===== config.mk =====
export PLATFORM = sky130hd
export DESIGN_NAME = ins_fetch_unit_flat
export DESIGN_NICKNAME = d
export VERILOG_FILES = /design/src/rtl/ins_fetch_unit_pkg.sv /design/src/rtl/ins_fetch_unit_if.sv /design/src/rtl/ins_fetch_unit_buf.sv /design/src/rtl/ins_fetch_unit.sv /design/src/flat_wrapper.sv
export SDC_FILE = /design/constraint.sdc
export NUM_CORES = 1
export LEC_CHECK = 0
export BUFFER_PORTS_ARGS = -buffer_cell sky130_fd_sc_hd__buf_2
export CAP_MARGIN = 20
export CELL_PAD_IN_SITES_DETAIL_PLACEMENT = 1
export CELL_PAD_IN_SITES_GLOBAL_PLACEMENT = 2
export CORE_ASPECT_RATIO = 1.5
export CORE_UTILIZATION = 35
export DETAILED_ROUTE_END_ITERATION = 7
export PLACE_DENSITY = 0.85
export SYNTH_ARGS = -nofsm -noshare
export SYNTH_HDL_FRONTEND = slang
export SYNTH_SLANG_ARGS = --single-unit

===== constraint.sdc =====
create_clock -name clk -period 3.4 [get_ports clk]
set_input_delay 0.17 -clock clk [delete_from_list [all_inputs] [get_ports clk]]
set_output_delay 0.17 -clock clk [all_outputs]
set_load 0.02 [all_outputs]

===== src/rtl/ins_fetch_unit_pkg.sv =====
// ins_fetch_unit_pkg: shared fetch widths, HALT opcode and fetch buffer entry type
package ins_fetch_unit_pkg;

    localparam int ADDR_W = 8;
    localparam int INS_W  = 16;
    localparam logic [INS_W-1:0] HALT_OPCODE = 16'hFFFF;

    typedef struct packed {
        logic [ADDR_W-1:0] pc;
        logic [INS_W-1:0]  ins;
    } fetch_entry_t;

    function automatic logic is_halt(input logic [INS_W-1:0] ins);
        return ins == HALT_OPCODE;
    endfunction

endpackage


===== src/rtl/ins_fetch_unit_if.sv =====
// ins_fetch_unit_if: instruction memory read port plus decoder valid/ready handshake
interface ins_fetch_unit_if;
    import ins_fetch_unit_pkg::*;

    logic [ADDR_W-1:0] ins_mem_add;
    logic [INS_W-1:0]  mem_out_ins;
    logic              ins_valid;
    logic              ins_ready;
    logic [INS_W-1:0]  ins_data;
    logic [ADDR_W-1:0] ins_pc;

    modport master (
        output ins_mem_add, ins_valid, ins_data, ins_pc,
        input  mem_out_ins, ins_ready
    );

    modport slave (
        input  ins_mem_add, ins_valid, ins_data, ins_pc,
        output mem_out_ins, ins_ready
    );

endinterface


===== src/rtl/ins_fetch_unit_buf.sv =====
// ins_fetch_unit_buf: DEPTH-entry shifting FIFO of fetch entries; head is always entry 0 (a register)
module ins_fetch_unit_buf
    import ins_fetch_unit_pkg::*;
#(
    parameter  int DEPTH = 2,
    localparam int CW    = $clog2(DEPTH + 1)
) (
    input  logic         clk,
    input  logic         rst_n,
    input  logic         push,
    input  logic         pop,
    input  logic         flush,
    input  fetch_entry_t din,
    output fetch_entry_t head,
    output logic         full,
    output logic [CW-1:0] count
);

    fetch_entry_t  ent   [DEPTH];
    fetch_entry_t  ent_n [DEPTH];
    logic [CW-1:0] cnt_pop;
    logic [CW-1:0] cnt_n;

    // pop shifts everything toward the head, push lands just behind the surviving entries
    always_comb begin
        cnt_pop = count - CW'(pop);
        ent_n   = ent;
        if (pop)
            for (int i = 0; i < DEPTH - 1; i++) ent_n[i] = ent[i + 1];
        for (int i = 0; i < DEPTH; i++)
            if (push && cnt_pop == CW'(i)) ent_n[i] = din;
        cnt_n = cnt_pop + CW'(push);
    end

    // storage and occupancy; flush only empties, stale entry contents are never presented
    always_ff @(posedge clk or negedge rst_n) begin
        if (!rst_n) begin
            count <= '0;
            ent   <= '{default: '0};
        end else begin
            count <= flush ? '0 : cnt_n;
            ent   <= ent_n;
        end
    end

    assign head = ent[0];
    assign full = count == CW'(DEPTH);

endmodule


===== src/rtl/ins_fetch_unit.sv =====
// ins_fetch_unit: PC, credit-based issue to synchronous imem, capture into fetch buffer, redirect/halt.
// Optional feature: define FETCH_HALT_EN to stop fetching after a HALT opcode is captured.
module ins_fetch_unit
    import ins_fetch_unit_pkg::*;
#(
    parameter int                DEPTH    = 2,
    parameter logic [ADDR_W-1:0] RESET_PC = '0
) (
    input  logic              clk,
    input  logic              rst_n,
    input  logic              fetch_en,
    input  logic              redirect,
    input  logic [ADDR_W-1:0] redirect_pc,
    output logic              halted,
    ins_fetch_unit_if.master  bus
);

    localparam int CW = $clog2(DEPTH + 1);

    logic [ADDR_W-1:0] pc_q;
    logic [ADDR_W-1:0] req_pc;
    logic              inflight;
    logic              halted_q;
    logic              issue;
    logic              push;
    logic              pop;
    logic              full;
    logic [CW-1:0]     count;
    logic [CW:0]       occ;
    fetch_entry_t      head;

    // occupancy counts the in-flight return as already owning a slot, so nothing captured is dropped
    assign pop   = bus.ins_valid & bus.ins_ready;
    assign push  = inflight & ~redirect & ~halted_q;
    assign occ   = {1'b0, count} + {{CW{1'b0}}, inflight} - {{CW{1'b0}}, pop};
    assign issue = fetch_en & ~halted_q & ~redirect & ~(full & ~pop) & (occ < (CW + 1)'(DEPTH));

    assign bus.ins_mem_add = pc_q;
    assign bus.ins_valid   = count != '0;
    assign bus.ins_data    = head.ins;
    assign bus.ins_pc      = head.pc;
    assign halted          = halted_q;

    // PC advance, redirect and in-flight tracking; memory answers the cycle after issue
    always_ff @(posedge clk or negedge rst_n) begin
        if (!rst_n) begin
            pc_q     <= RESET_PC;
            req_pc   <= '0;
            inflight <= 1'b0;
        end else begin
            inflight <= issue;
            if (issue) req_pc <= pc_q;
            if (redirect) pc_q <= redirect_pc;
            else if (issue) pc_q <= pc_q + 1'b1;
        end
    end

`ifdef FETCH_HALT_EN
    // a captured HALT stops issue; anything arriving behind it is dropped via push gating
    always_ff @(posedge clk or negedge rst_n) begin
        if (!rst_n) halted_q <= 1'b0;
        else halted_q <= redirect ? 1'b0 : (halted_q | (push & is_halt(bus.mem_out_ins)));
    end
`else
    assign halted_q = 1'b0;
`endif

    ins_fetch_unit_buf #(.DEPTH(DEPTH)) u_buf (
        .clk   (clk),
        .rst_n (rst_n),
        .push  (push),
        .pop   (pop),
        .flush (redirect),
        .din   ({req_pc, bus.mem_out_ins}),
        .head  (head),
        .full  (full),
        .count (count)
    );

endmodule


===== src/flat_wrapper.sv =====
// flat-port wrapper written by rule: the top's interface ports become plain ports
module ins_fetch_unit_flat import ins_fetch_unit_pkg::*;
#(
    parameter int                DEPTH    = 2,
    parameter logic [ADDR_W-1:0] RESET_PC = '0
)
  (clk, rst_n, fetch_en, redirect, redirect_pc, halted, bus_ins_mem_add, bus_ins_valid, bus_ins_data, bus_ins_pc, bus_mem_out_ins, bus_ins_ready);
  ins_fetch_unit_if bus_i ();
  input  logic clk;
  input  logic rst_n;
  input  logic fetch_en;
  input  logic redirect;
  input  logic [ADDR_W-1:0] redirect_pc;
  output logic halted;
  output wire logic [$bits(bus_i.ins_mem_add)-1:0] bus_ins_mem_add;
  output wire logic [$bits(bus_i.ins_valid)-1:0] bus_ins_valid;
  output wire logic [$bits(bus_i.ins_data)-1:0] bus_ins_data;
  output wire logic [$bits(bus_i.ins_pc)-1:0] bus_ins_pc;
  input wire logic [$bits(bus_i.mem_out_ins)-1:0] bus_mem_out_ins;
  input wire logic [$bits(bus_i.ins_ready)-1:0] bus_ins_ready;
  assign bus_ins_mem_add = bus_i.ins_mem_add;
  assign bus_ins_valid = bus_i.ins_valid;
  assign bus_ins_data = bus_i.ins_data;
  assign bus_ins_pc = bus_i.ins_pc;
  assign bus_i.mem_out_ins = bus_mem_out_ins;
  assign bus_i.ins_ready = bus_ins_ready;
  ins_fetch_unit #(.DEPTH(DEPTH), .RESET_PC(RESET_PC)) u_core (.clk(clk), .rst_n(rst_n), .fetch_en(fetch_en), .redirect(redirect), .redirect_pc(redirect_pc), .halted(halted), .bus(bus_i));
endmodule

# After elaboration in Yosys (flattened, before gate mapping)

Cells that the tools add are included.

Add/sub/neg operators: 5
Multipliers: 0
Divide/modulo/power cells: 0
$lt $le $gt $ge: 1
Equality and inequality tests: 2
Shift operators: 0
Mux-type cells: 5
Bitwise operators: 9
Reductions and logical operators: 6

Operator list:

| cell                                                                         | number |
|---|---|
| 24-bit 2-to-1 mux                                                            | 2 |
| 8-bit 2-to-1 mux                                                             | 2 |
| 8-bit by 1-bit adder with 8-bit output, second input constant                | 1 |
| 1-bit AND                                                                    | 6 |
| 2-bit nonzero test                                                           | 3 |
| 2-bit by 1-bit adder with 3-bit output                                       | 1 |
| 3-bit by 2-bit less-than comparator with 1-bit output, second input constant | 1 |
| 1-bit inverter                                                               | 3 |
| 3-bit by 1-bit subtractor with 3-bit output                                  | 1 |
| 2-bit by 1-bit adder with 2-bit output                                       | 1 |
| 2-bit by 1-bit == test with 1-bit output, second input constant              | 1 |
| 2-bit == test, second input constant                                         | 1 |
| 1-bit logical AND                                                            | 2 |
| 2-bit logical NOT                                                            | 1 |
| 2-bit 2-to-1 mux                                                             | 1 |
| 2-bit by 1-bit subtractor with 2-bit output                                  | 1 |

Bits in registers: 67
Bits in latches: 0
Memory bits (writable): 0
ROM bits: 0
Input bits: 29
Output and inout port bits: 34
Logic and storage cells: 36
Memories: 0

# Longest topological paths before layout

Word-level depth: 9
Mapped depth: 10
Mapped depth without buffers: 8

# Modules after synthesis

A second synthesis with hierarchy kept.

Cell total of the unflattened synthesis: 289
Area, all modules: 3300.7 sq um

By module, submodules not included:

| module             | instances | cells an instance | area each (sq um) | seq. area each (sq um) |
|---|---|---|---|---|
| ins_fetch_unit_buf | 1         | 192               | 2393.5            | 1251.2 |
| ins_fetch_unit     | 1         | 97                | 907.1             | 425.4 |

# Worst setup path after synthesis

Ideal clock, no wire load.

Path kind: flip-flop to flip-flop
Start point: register u_core.u_buf.count[1]
End point: register u_core.req_pc[0]
Setup time: 0.125 ns
Arrival time: 2.817 ns
Required time: 3.275 ns
Setup slack: 0.458 ns
Stages on the path, launching flop included: 11
Buffers on the path: 2
Period minus slack after synthesis: 2.942 ns
Cell sequence: dfrtp_1 -> or2_2 -> nand2_2 -> buf_4 -> nor2_1 -> fa_1 -> or2_4 -> a21oi_1 -> nor2b_1 -> buf_4 -> mux2_2

Word-level cells in the longest chain between the ends: 7
Elaborated cells between the ends (all ways): 11
Classes of those cells: add/sub (2); order compare (1); eq/ne (1); bitwise (6); reduce/logical (1)

RTL lines:

| item                                                                                | RTL line                 | RTL |
|---|---|---|
| start, declared                                                                     | ins_fetch_unit_buf.sv:16 | `output logic [CW-1:0] count` |
| start signal, assigned                                                              | ins_fetch_unit_buf.sv:41 | `count <= flush ? '0 : cnt_n;` |
| 2-bit nonzero test (*)                                                              | ins_fetch_unit.sv:39     | `assign bus.ins_valid = count != '0;` |
| via bus_ins_valid                                                                   | flat_wrapper.sv:16       | `output wire logic [$bits(bus_i.ins_valid)-1:0] bus_ins_valid;` |
| 1-bit AND (*)                                                                       | ins_fetch_unit.sv:33     | `assign pop = bus.ins_valid & bus.ins_ready;` |
| branches (longest 4 deep; another with 3-bit by 1-bit subtractor with 3-bit output) | --                       |  |
| 1-bit AND (*)                                                                       | ins_fetch_unit.sv:36     | `assign issue = fetch_en & ~halted_q & ~redirect & ~(full & ~pop) & (occ < (CW + 1)'(DEPTH));` |
| via u_core.issue                                                                    | ins_fetch_unit.sv:24     | `logic issue;` |
| end signal, assigned                                                                | ins_fetch_unit.sv:52     | `if (issue) req_pc <= pc_q;` |
| end, declared                                                                       | ins_fetch_unit.sv:21     | `logic [ADDR_W-1:0] req_pc;` |

Mark *: on every way through the listed nets, which the timed path passes.
A chain may end at the register's enable or synchronous reset.

# Final worst setup path

Start point: register u_core.u_buf.count[1]
End point: register u_core.req_pc[2]

Word-level cells in the longest chain between the ends: 7
Elaborated cells between the ends (all ways): 11
Classes of those cells: add/sub (2); order compare (1); eq/ne (1); bitwise (6); reduce/logical (1)

RTL lines:

| item                                                                           | RTL line |
|---|---|
| branches (longest 6 deep; another with 2-bit by 1-bit adder with 3-bit output) | -- |
| 1-bit AND (*)                                                                  | ins_fetch_unit.sv:36 |

Mark *: on every way between the ends.

==> summary.md <==
| Metric | Value |
|---|---|
| Status | `completed` |
| Power density over cell area | `616 nW/um2` |
| Area Growth Syn to Fin | `16.2%` |
| Most frequent cells after synthesis | `dfrtp_1 (67), nand2_1 (36), mux2_2 (34)` |
| Fin Setup TNS | `0 ns` |
| # DRC | `0` |
| Critical path arrival | `2.97 ns` |
| Slew Limit Fails | `0` |
| Post-place instance area | `3380 um2` |
| Critical Path Fanout Max | `9` |
| Max IR drop VDD | `about 0.29 mV` |
| Die W | `79.5 um` |
| Cts repair resizes | `0` |
| Lkg Pwr | `1.91 nW` |
| Share of cells above drive strength 1 | `~36%` |
| Post-Route WL | `6500 um` |
| Max_cap viols | `0` |
| Top_reg_cell synth | `dfrtp_1` |
| Fin area | `3660 um2` |
| # fillers | `968` |
| Number of global-route vias before repair | `2,286` |
| Initial Util | `35.9%` |
| Ys Warns | `0` |
| CTS H-Tree Depth | `3` |
| Seq/Total Area, Yosys | `a little over half` |
| IO Port Bufs | `61` |
| Post-synthesis async set-or-reset flop share | `100%` |
| Core box area | `8780 um2` |
| Post-Syn Nets | `304` |
| Syn avg cell area | `11.6 um2` |
| Mapped cell area | `~3200 um2` |
| Synth area leaders | `dfrtp_1 (53%), mux2_2 (12%), mux2i_1 (7.6%), buf_4 (6.7%), o21ai_0 (5.1%)` |
| Antenna violations before repair | `0` |
| Crit path time final | `2.76 ns` |
| Synth top area share | `53.2%` |
| Die Ht | `around 120 um` |
| Routed WL per cell | `15.3 um` |
| Place WS | `0.625 ns` |
| Crit path kind | `reg2reg` |
| #FFs+latches synth | `67` |
| First-pass GRT wire length | `11,100 um` |
| Synth Instances | `272` |
| Total number of vias | `2,085` |
| Postcts setup bufs | `0` |
| Hold Path Class | `in2reg` |
| Iter 0 DRT Violations | `62` |
| Layout Skew | `0.00478 ns` |
| CTS tree | `yes` |
| Clk root buf | `clkbuf_16` |
| Clock transition at the registers of the reported paths | `about 0.050 ns` |
| I/O pins | `63` |
| Largest net degree at the start of global routing | `49` |
| Hpwl dp | `4520 um` |
| GRT Total Usage | `15.6%` |
| CTS Buffer Depth | `2` |
| Final ANT Viol Nets | `0` |
| Worst EP required | `3.60 ns` |
| CP Capture Type | `register` |
| Number of synthesized flops with an enable pin | `0` |
| Tcrit/Tclk final | `about four fifths` |
| Antenna Cells | `0` |
| Cell row count | `42` |
| Worst skew pair latency | `about 0.33 ns` |
| Largest area contributor in the netlist | `dfrtp_1` |
| F_max | `362 MHz` |
| Setup ws final | `between 0.6 and 0.7 ns` |
| GRT overflow | `0` |
| CP startpoint kind | `register` |
| Unique masters post-synth | `33` |
| Gpl congestion | `0.767` |
| Pre-antenna DRT Iters | `4` |
| Endpoints failing setup | `0` |
| Vias/cell | `between 4 and 5` |
| Count leader, synth | `dfrtp_1` |
| Final nets | `346` |
| Total CTS buffers | `9` |
| Total die area | `9400 um2` |
| Hold_buf cts | `0` |
| Clk sink count | `67` |
| RSZ-0062 raised after global routing | `no` |
| Hold Fails Final Rpt | `0` |
==> power by group <==
part,internal [mW],switching (mW)
clock,0.500,0.295
combinational,0.184,0.251
sequential,0.939,0.0892
==> per-stage QoR <==
step | util [%] | power, mW | hold WS (ns) | cells
after floorplan | - | 1.40 | -0.126 | 272
after global placement | 38.6 | 1.46 | 0.369 | 411
after detailed placement | 38.6 | 1.48 | 0.377 | 411
after CTS | 41.4 | 2.30 | 0.0269 | 424
after global routing | 41.8 | 2.38 | 0.0655 | 426
final | 41.8 | 2.26 | 0.0566 | 426
==> worst max-delay path: stages (launching register included) <==
cell     delay (ns)
dfrtp_1        0.47
or2_2          0.33
nand2_2        0.08
nor2_1         0.05
fa_1           0.43
or2_4          0.27
a21oi_1        0.31
nor2b_1        0.17
buf_4          0.18
mux2_2         0.35
==> flip-flops by register name, indices dropped and copies added (netlist names) <==
name	flops
u_core.u_buf.count	2
u_core.u_buf.head	24
u_core.u_buf.ent	24
u_core.bus.ins_mem_add	8
u_core.inflight	1
u_core.req_pc	8
==> worst paths after layout <==
check | start | cells past startpoint | slack [ns] | to
max in group asynchronous | rst_n | 4 | 2.34 | u_core.u_buf.ent[21]
max reg2reg | u_core.u_buf.count[1] | 9 | 0.64 | u_core.req_pc[2]
min reg2reg | u_core.u_buf.ent[18] | 1 | 0.50 | u_core.u_buf.ent[18]
min in group asynchronous | rst_n | 2 | 0.22 | u_core.u_buf.head[3]
max | u_core.u_buf.count[1] | 9 | 0.64 | u_core.req_pc[2]
min | redirect_pc[6] | 3 | 0.06 | u_core.bus.ins_mem_add[6]
==> layout by cell type, fill, tap and decap left out, types with 3 or more instances in the layout <==
| master | instances |
|---|---|
| dfrtp_1 | 67 |
| nand3_1 | 3 |
| clkbuf_1 | 3 |
| mux2_2 | 34 |
| o21ai_0 | 32 |
| nor2b_1 | 5 |
| xnor2_1 | 4 |
| nand2_1 | 36 |
| buf_2 | 61 |
| a211oi_1 | 3 |
| buf_4 | 5 |
| clkbuf_16 | 9 |
| mux2i_1 | 24 |
| xor2_1 | 3 |
==> kinds of logic (layout without fill, tap and decap cells) <==
| group | Yosys count | after routing | share of synthesized area [%] |
|---|---|---|---|
| flip-flops | 67 | 67 | 53.2 |
| multiplexers | 58 | 58 | 19.8 |
| AND/OR/NAND/NOR | 57 | 57 | 8.41 |
| AO/OA/AOI/OAI | 40 | 40 | 7.02 |
| buffers and inverters | 39 | 83 | 8.14 |
| XOR/XNOR | 7 | 7 | 1.94 |
| adder cells (fa/ha/maj) | 3 | 3 | 1.43 |
| other | 1 | 1 | 0.119 |
==> metal layers <==
layer	track usage (%)	wire length, um
met5	0	0
met2	26.3	3460
met4	7.50	112
met1	18.2	2680
met3	3.86	253
==> layout make-up <==
cell class | count | area [um2] | share of cell area, %
timing repair buffer | 68 | 373 | 10.2
multi-input combinational | 166 | 1220 | 33.3
sequential | 67 | 1680 | 45.7
clock buffer | 13 | 250 | 6.83
inverter | 2 | 7.51 | 0.205
tap | 110 | 138 | 3.76
Note: power is estimated with default switching activity, not from simulation.
